`src/rtl/rf_write_arbiter_pkg.sv`:
```
// Shared constants for the register-file write arbiter: default widths,
// the hardwired-zero register index and the writeback requester IDs.
package rf_write_arbiter_pkg;

  localparam int DATA_W_DEF = 8;
  localparam int ADDR_W_DEF = 2;

  localparam int REG_ZERO = 0;

  localparam int REQ_ALU  = 0;
  localparam int REQ_LOAD = 1;

  // Index of the k-th candidate when searching upward from base with wrap.
  function automatic int rr_wrap(input int base, input int k, input int n);
    int s;
    s = base + k;
    if (s >= n) s = s - n;
    return s;
  endfunction

endpackage

```
`src/rtl/rf_write_arbiter_rr_arbiter.sv`:
```
// Round-robin picker: searches the valid vector from ptr_i upward with wrap
// and returns a one-hot grant plus its index. Purely combinational.
module rr_arbiter
  import rf_write_arbiter_pkg::*;
#(
  parameter int NUM_REQ = 2,
  parameter int IDX_W   = 1
) (
  input  logic [NUM_REQ-1:0] valid_i,
  input  logic [IDX_W-1:0]   ptr_i,
  output logic [NUM_REQ-1:0] grant_o,
  output logic [IDX_W-1:0]   idx_o,
  output logic               any_o
);

  always_comb begin
    grant_o = '0;
    idx_o   = '0;
    any_o   = 1'b0;
    for (int k = 0; k < NUM_REQ; k++) begin
      if (!any_o && valid_i[rr_wrap(int'(ptr_i), k, NUM_REQ)]) begin
        grant_o[rr_wrap(int'(ptr_i), k, NUM_REQ)] = 1'b1;
        idx_o = IDX_W'(rr_wrap(int'(ptr_i), k, NUM_REQ));
        any_o = 1'b1;
      end
    end
  end

endmodule

```
`src/rtl/rf_write_arbiter.sv`:
```
// Shares the register-file write port among writeback requesters and keeps a
// pending-write scoreboard so decode can stall on read-after-write hazards.
module rf_write_arbiter
  import rf_write_arbiter_pkg::*;
#(
  parameter int NUM_REQ = 2,
  parameter int DATA_W  = DATA_W_DEF,
  parameter int ADDR_W  = ADDR_W_DEF,
  localparam int ID_W   = $clog2(NUM_REQ)
) (
  input  logic                      clk,
  input  logic                      rst_n,
  input  logic [NUM_REQ-1:0]        req_valid,
  output logic [NUM_REQ-1:0]        req_ready,
  input  logic [NUM_REQ*ADDR_W-1:0] req_addr,
  input  logic [NUM_REQ*DATA_W-1:0] req_data,
  input  logic                      rsv_valid,
  input  logic [ADDR_W-1:0]         rsv_addr,
  input  logic [ADDR_W-1:0]         rd1_addr,
  input  logic [ADDR_W-1:0]         rd2_addr,
  output logic                      hazard,
  output logic                      rf_we,
  output logic [ADDR_W-1:0]         rf_w,
  output logic [DATA_W-1:0]         rf_data,
  output logic [ID_W-1:0]           grant_id,
  output logic                      err_unres
);

  localparam int NREG = 1 << ADDR_W;

  logic [NUM_REQ-1:0] vld_gated;
  logic [NUM_REQ-1:0] gnt_onehot;
  logic [ID_W-1:0]    gnt_idx;
  logic               gnt_any;
  logic [ADDR_W-1:0]  gnt_addr;
  logic [DATA_W-1:0]  gnt_data;
  logic               wr_fire;
  logic               gnt_unres;

  logic [ID_W-1:0]    rr_ptr_q, rr_ptr_d;
  logic               rf_we_q, rf_we_d;
  logic [ADDR_W-1:0]  rf_w_q, rf_w_d;
  logic [DATA_W-1:0]  rf_data_q, rf_data_d;
  logic [ID_W-1:0]    grant_id_q, grant_id_d;
  logic               err_q, err_d;
  logic [NREG-1:1]    pending_q, pending_d;
  logic [NREG-1:0]    pend_vec;

  // Requests seen while in reset are neither granted nor remembered.
  assign vld_gated = req_valid & {NUM_REQ{rst_n}};

  rr_arbiter #(
    .NUM_REQ (NUM_REQ),
    .IDX_W   (ID_W)
  ) u_rr (
    .valid_i (vld_gated),
    .ptr_i   (rr_ptr_q),
    .grant_o (gnt_onehot),
    .idx_o   (gnt_idx),
    .any_o   (gnt_any)
  );

  assign req_ready = gnt_onehot;

  always_comb begin
    gnt_addr = '0;
    gnt_data = '0;
    for (int i = 0; i < NUM_REQ; i++) begin
      if (gnt_onehot[i]) begin
        gnt_addr = req_addr[i*ADDR_W +: ADDR_W];
        gnt_data = req_data[i*DATA_W +: DATA_W];
      end
    end
  end

  assign pend_vec  = {pending_q, 1'b0};
  assign wr_fire   = gnt_any && (gnt_addr != ADDR_W'(REG_ZERO));
  assign gnt_unres = !pend_vec[gnt_addr];
  assign hazard    = pend_vec[rd1_addr] | pend_vec[rd2_addr];

  // grant cycle -> write cycle
  always_comb begin
    rr_ptr_d = rr_ptr_q;
    if (gnt_any) begin
      rr_ptr_d = (gnt_idx == ID_W'(NUM_REQ - 1)) ? '0 : gnt_idx + ID_W'(1);
    end

    rf_we_d    = wr_fire;
    rf_w_d     = rf_w_q;
    rf_data_d  = rf_data_q;
    grant_id_d = grant_id_q;
    if (wr_fire) begin
      rf_w_d     = gnt_addr;
      rf_data_d  = gnt_data;
      grant_id_d = gnt_idx;
    end
    err_d = wr_fire && gnt_unres;
  end

  // Clear on the register-file write edge; a reservation at the same edge wins.
  always_comb begin
    pending_d = pending_q;
    for (int i = 1; i < NREG; i++) begin
      if (rf_we_q && (rf_w_q == ADDR_W'(i))) pending_d[i] = 1'b0;
      if (rsv_valid && (rsv_addr == ADDR_W'(i))) pending_d[i] = 1'b1;
    end
  end

  always_ff @(posedge clk) begin
    if (!rst_n) begin
      rr_ptr_q   <= '0;
      rf_we_q    <= 1'b0;
      rf_w_q     <= '0;
      rf_data_q  <= '0;
      grant_id_q <= '0;
      err_q      <= 1'b0;
      pending_q  <= '0;
    end else begin
      rr_ptr_q   <= rr_ptr_d;
      rf_we_q    <= rf_we_d;
      rf_w_q     <= rf_w_d;
      rf_data_q  <= rf_data_d;
      grant_id_q <= grant_id_d;
      err_q      <= err_d;
      pending_q  <= pending_d;
    end
  end

  assign rf_we     = rf_we_q;
  assign rf_w      = rf_w_q;
  assign rf_data   = rf_data_q;
  assign grant_id  = grant_id_q;
  assign err_unres = err_q;

endmodule

```
`config.mk`:
```
export PLATFORM = sky130hd
export DESIGN_NAME = rf_write_arbiter
export DESIGN_NICKNAME = d
export VERILOG_FILES = /design/src/rtl/rf_write_arbiter_pkg.sv /design/src/rtl/rf_write_arbiter_rr_arbiter.sv /design/src/rtl/rf_write_arbiter.sv
export SDC_FILE = /design/constraint.sdc
export NUM_CORES = 1
export LEC_CHECK = 0
export ABC_AREA = 1
export ABC_CLOCK_PERIOD_IN_PS = 1800
export CORE_UTILIZATION = 36
export DETAILED_ROUTE_END_ITERATION = 8
export HOLD_SLACK_MARGIN = 0.1
export PLACE_DENSITY = 0.74
export SYNTH_ARGS = -nofsm -noshare
export SYNTH_HDL_FRONTEND = slang
export SYNTH_HIERARCHICAL = 1
export SYNTH_SLANG_ARGS = --single-unit
```
`constraint.sdc`:
```
create_clock -name clk -period 1.8 [get_ports clk]
set_clock_uncertainty 0.05 [all_clocks]
set_input_delay 0.36 -clock clk [delete_from_list [all_inputs] [get_ports clk]]
set_output_delay 0.36 -clock clk [all_outputs]
set_load 0.02 [all_outputs]
```
==> impl_metrics.json, run 1 <==
{
  "syn_nets": 192,
  "synth_top_family_by_area": "simple AND/OR/NAND/NOR gates",
  "slew_viol_final": 0,
  "timing.rr.end": "rf_data[3]",
  "drv_cap": 0,
  "synthMuxAreaShare": 0,
  "cts_buffer_depth": 2,
  "status": "finished, final reports clean",
  "grt_pass1_wl_mm": 4.62,
  "vias_per_cell": 5.01,
  "drcViolationCount": 0,
  "cts_sinks": 17,
  "dp_slack_ns": -0.448,
  "r2r_slack_ns": 0.21,
  "worst_slack_ns": 0.0870,
  "period_minus_slack_ns": 1.71,
  "cts_root_buf": "clkbuf_4",
  "syn-cell-area_mm2": 0.00101,
  "max_stage_delay_ns": 0.62,
  "ctsHtreeMaxLevel": 1,
  "dp_hpwl_mm": 2.19,
  "syn2layout_area_growth_pct": 76.9,
  "reg2reg_from": "rr_ptr_q",
  "die_h_um": 54.9,
  "synth.yosys.seq_area_share": 0.337,
  "yosys.area_share.simple": 0.435,
  "final_common_cell": "nand2_1",
  "worstSetupPathType": "reg2out",
  "cts_hold_buffers": 0,
  "final_cell_mix": "nand2_1, clkdlybuf4s50_1, nand3_1, dfxtp_1, inv_1",
  "boundaryPins": 47,
  "coreArea_mm2": 0.00257,
  "powerDensity_mw_per_mm2": 656,
  "fp.dieW_um": 54.9,
  "synth_area_per_cell_um2": 6.26,
  "register_area_um2": 340,
  "drive_gt1_frac": 0.228,
  "drt-wirelength-per-cell_um": 12.2,
  "cts_tree": "built",
  "multi_input_area_um2": 618,
  "synthAdderAreaFrac": 0,
  "insertion_delay_ns": 0.30,
  "slowest_stage": "clkdlybuf4s50_1",
  "cp_cell_sequence": "clkdlybuf4s50_1",
  "antenna_found_initial": 0,
  "grt_pass1_vias": 1149,
  "p_switching_mw": 0.406,
  "fmax_mhz": 584,
  "grt_util_met1": 0.243,
  "yosys.area_share.xor_xnor": 0,
  "p_leak_nw": 0.880,
  "p_int_mw": 0.765,
  "seqPwrFrac": 0.383,
  "hp-class": "reg2reg",
  "start_util": 0.393,
  "ant_nets": 0,
  "yosys_warnings": 6,
  "grt_max_degree": 17,
  "pwr-share-comb": 0.430,
  "routed_wl_mm": 3.11,
  "critPathArrivalTime_ns": 1.30,
  "dr.pass1.iters": 4,
  "ys_types": 18,
  "irDropWorstVdd_uv": 482,
  "crit_start": "rf_we",
  "start_kind": "flop",
  "vias": 1273,
  "numCtsBuffers": 3,
  "p_sw_frac": 0.347,
  "worst_slew_pin_slew_ns": 0.244,
  "use_met3": 0.0301,
  "grt_overflow": 0,
  "cp.depth": 1,
  "synth-seq-cells": 17,
  "top_usage_layer": "met2",
  "antenna_cells": 0,
  "power_mw": 1.17,
  "endpoint": "rf_we",
  "hold_viol": 0,
  "portBuffers": 46,
  "globalRouteTotalUtil": 0.213,
  "r2r_cells": 9,
  "cp.required_ns": 1.39,
  "crit_family": "buffers and inverters",
  "pwr-share-clk": 0.188,
  "postSynthCellCount": 161,
  "max_slew_margin": 0.837,
  "hold_depth": 2,
  "endpoint_kind": "output port",
  "path_buf_inv": 1,
  "setup-violations-final": 0,
  "cp_max_fo": 4,
  "fin_util": 0.695,
  "timing.final.crit_share": 0.952,
  "final_net_count": 256,
  "clk_transition_reported_paths_ns": 0.11,
  "grt_use_met2": 0.406,
  "synth-compound-area-share": 0.0943,
  "drt_iter0_markers": 35,
  "die_area_mm2": 0.00302,
  "fp-row-count": 18,
  "gp_congestion": 0.754,
  "nFillCells": 247
}
## worst min-delay path by stage
| stage | end | start |
|---|---|---|
| floorplan | pending_q[3] | pending_q[3] |
| global placement | pending_q[3] | pending_q[3] |
| detailed placement | pending_q[3] | pending_q[3] |
| CTS | pending_q[3] | pending_q[3] |
| global route | pending_q[3] | pending_q[3] |
| finish | pending_q[3] | pending_q[3] |
## cells in the mapped netlist
cell type / instances / area (µm²)
nand2_1: 48 / 180
nand3_1: 24 / 120
inv_1: 19 / 71.3
dfxtp_1: 17 / 340
a21oi_1: 14 / 70.1
nor2_1: 13 / 48.8
nand3b_1: 4 / 30.0
buf_4: 3 / 22.5
nand2_2: 3 / 18.8
nand4_1: 3 / 18.8
buf_2: 2 / 10.0
buf_6: 2 / 22.5
nor2_2: 2 / 12.5
o211ai_1: 2 / 15.0
o21ai_0: 2 / 10.0
clkbuf_1: 1 / 3.75
inv_2: 1 / 3.75
nand3_2: 1 / 10.0
## power groups by stage
stage,clock network (mW),logic [mW],registers (mW)
finish,0.220,0.503,0.448
global route,0.244,0.547,0.455
CTS,0.224,0.462,0.448
detailed placement,0,0.434,0.456
global placement,0,0.423,0.452
floorplan,0,0.186,0.493
## final cells by class
class | count | share of cell area
multi-input cells | 116 | 0.346
inverters | 20 | 0.0421
clock inverters | 1 | 0.00421
flip-flops and latches | 17 | 0.191
well taps | 30 | 0.0210
clock buffers | 3 | 0.0126
repair buffers | 67 | 0.383
## logic make-up (layout without fill, tap and decap cells)
logic type | count (synthesis) | after routing
AND/OR/NAND/NOR | 98 | 98
buffers and inverters | 28 | 91
AO/OA/AOI/OAI | 18 | 18
flip-flops | 17 | 17
## worst register-to-register path: stages (launching register included)
cell and delay, ns:
dfxtp_1 0.47, nor2_4 0.08, buf_4 0.14, nor2_1 0.18, nand2_4 0.11, nand3_4 0.12
clkbuf_16 0.16, nand3_1 0.07, nand2_1 0.06, nor2_1 0.04
## per-stage QoR
| stage | TNS [ns] | cells | hold slack [ns] | instance area [µm²] |
|---|---|---|---|---|
| floorplan | 0 | 161 | 0.390 | 1020 |
| detailed placement | -6.14 | 244 | 0.405 | 1600 |
| global route | -0.00731 | 254 | 0.455 | 1780 |
| CTS | 0 | 252 | 0.427 | 1700 |
| finish | 0 | 254 | 0.423 | 1780 |
| global placement | -4.81 | 244 | 0.404 | 1600 |
## sequential cells by signal (all words and copies together) (netlist names)
register   flops
pending_q      3
err_unres      1
rf_we          1
rf_w           2
grant_id       1
rf_data        8
rr_ptr_q       1
## what timing repair did
item	4_1_cts	5_1_grt
gates resized for setup	24	15
setup buffers	3	1
endpoints found under the setup margin	15	14
gates cloned	1	1
pin swaps	6	6
## routing by layer
metal,part of all wire,vias to the layer above
li1,-,639
met1,0.40,587
met2,0.54,43
met3,0.053,4
met4,0.0087,0
met5,0,-
Note: power is estimated with default switching activity, not from simulation.
==> run 2, diff against run 1 <==
--- a/config.mk
+++ b/config.mk
@@ -7,6 +7,7 @@
 export LEC_CHECK = 0
 export ABC_AREA = 1
 export ABC_CLOCK_PERIOD_IN_PS = 1800
+export CORE_ASPECT_RATIO = 0.75
 export CORE_UTILIZATION = 36
 export DETAILED_ROUTE_END_ITERATION = 8
 export HOLD_SLACK_MARGIN = 0.1
==> impl_metrics.json, run 2 (synthesis gave the netlist of run 1 again) <==
{
  "largest_register_ffs": 8,
  "gp_congestion": 0.795,
  "post_dp_cell_area_mm2": 0.00160,
  "cp.required_ns": 1.92,
  "worst_slew_pin_slew_ns": 0.243,
  "die_h_um": 47.8,
  "setup-violations-final": 0,
  "start_kind": "input port",
  "status": "finished, final reports clean",
  "hp-start": "pending_q[3]",
  "drt-wirelength-per-cell_um": 13.5,
  "fp.dieW_um": 63.1,
  "reg2reg_from": "rr_ptr_q",
  "cts_root_buf": "clkbuf_8",
  "setup_tns_ns": 0,
  "routed_wl_mm": 3.57,
  "final_common_cell": "nand2_1",
  "antenna_cells": 0,
  "globalRouteTotalUtil": 0.209,
  "clk_transition_reported_paths_ns": 0.07,
  "die_area_mm2": 0.00302,
  "cts_hold_buffers": 0,
  "hp-class": "reg2reg",
  "insertion_delay_ns": 0.27,
  "cts_sinks": 17,
  "drcViolationCount": 0,
  "grt_setup_unrepaired": "no",
  "endpoint": "rf_data[7]",
  "fp-row-count": 16,
  "dp_slack_ns": -0.417,
  "cp_cell_sequence": "dlygate4sd2_1 -> nand2_1 -> inv_1 -> inv_2 -> nor2_4 -> buf_4 -> nor2_1 -> nand2_4 -> nand3_4 -> clkbuf_16 -> nand3_1 -> nand2_1 -> nor2_1",
  "powerDensity_mw_per_mm2": 694,
  "fin_area_mm2": 0.00184,
  "critPathArrivalTime_ns": 1.82,
  "drt_iter0_markers": 33,
  "crit_start": "rst_n",
  "numCtsBuffers": 3,
  "max_stage_delay_ns": 0.25,
  "worst_slack_ns": 0.0949,
  "period_minus_slack_ns": 1.71,
  "coreArea_mm2": 0.00264,
  "slew_viol_final": 0,
  "cts_buffer_depth": 2,
  "max_slew_margin": 0.837,
  "power_mw": 1.28,
  "cp_max_fo": 5,
  "dr.pass1.iters": 4,
  "antenna_found_initial": 0,
  "cts_tree": "built",
  "place_inst": 250,
  "syn2layout_area_growth_pct": 82.9,
  "r2r_cells": 9,
  "grt_pass1_wl_mm": 4.68,
  "endpoint_kind": "flop",
  "fin_hold_ws_ns": 0.452,
  "vias_per_cell": 4.98,
  "boundaryPins": 47,
  "timing.final.crit_share": 0.947,
  "slowest_stage": "dlygate4sd2_1",
  "r2r_slack_ns": 0.18,
  "ant_nets": 0,
  "path_buf_inv": 5,
  "grt_pass1_vias": 1072,
  "timing.rr.end": "rf_data[7]",
  "hold_viol": 0,
  "cp.depth": 13,
  "grt_overflow": 0,
  "drv_cap": 0,
  "dp_hpwl_mm": 2.15,
  "p_leak_nw": 0.880,
  "vias": 1320,
  "portBuffers": 46,
  "grt_max_degree": 21,
  "worstSetupPathType": "in2reg",
  "crit_family": "simple AND/OR/NAND/NOR gates",
  "ctsHtreeMaxLevel": 1,
  "irDropWorstVdd_uv": 545,
  "nFillCells": 219,
  "fmax_mhz": 586,
  "final_net_count": 261,
  "drive_gt1_frac": 0.253,
  "final_cell_mix": "nand2_1, clkdlybuf4s50_1, nand3_1, buf_4, dfxtp_1",
  "fin_util": 0.698,
  "stdcell_count": 265,
  "start_util": 0.382
}
==> run 2: routing by layer <==
layer  share of wire  global-route usage
met1            0.42               0.233
met2            0.49               0.396
met3           0.069              0.0619
met4           0.026              0.0791
met5               0                   0
==> run 2: cell type report <==
class	count	area (µm²)	area share
timing repair buffer	72	711	0.385
multi-input combinational	116	628	0.341
sequential	17	340	0.185
inverter	20	75.1	0.0407
clock buffer	4	45.0	0.0244
tap	36	45.0	0.0244
==> run 2: worst min path at each step <==
stage | end | slack, ns | depth (start not counted)
after CTS | pending_q[3] | 0.42 | 2
after detailed placement | pending_q[3] | 0.41 | 2
after floorplan | pending_q[3] | 0.39 | 2
after global placement | pending_q[3] | 0.40 | 2
after global routing | pending_q[3] | 0.47 | 2
final | pending_q[3] | 0.45 | 2
==> run 2: tightest hold or removal path, delay by kind of cell, from the launching register on <==
kind	cells	cell delay, ns
DFF	1	0.33
AOI/OAI and AO/OA	1	0.06
and+or+nand+nor	1	0.07
==> run 2: power breakdown <==
group	internal [mW]	total, mW	switching (mW)
Clock	0.158	0.306	0.148
Combinational	0.270	0.526	0.256
Sequential	0.418	0.448	0.0301
==> run 2: timing repair <==
item                       4_1_cts  5_1_grt
hold endpoints to repair         0        0
pin swaps                        2        9
buffers inserted                 6        2
cloned                           0        3
setup endpoints to repair       16       15
resized for setup               20       21
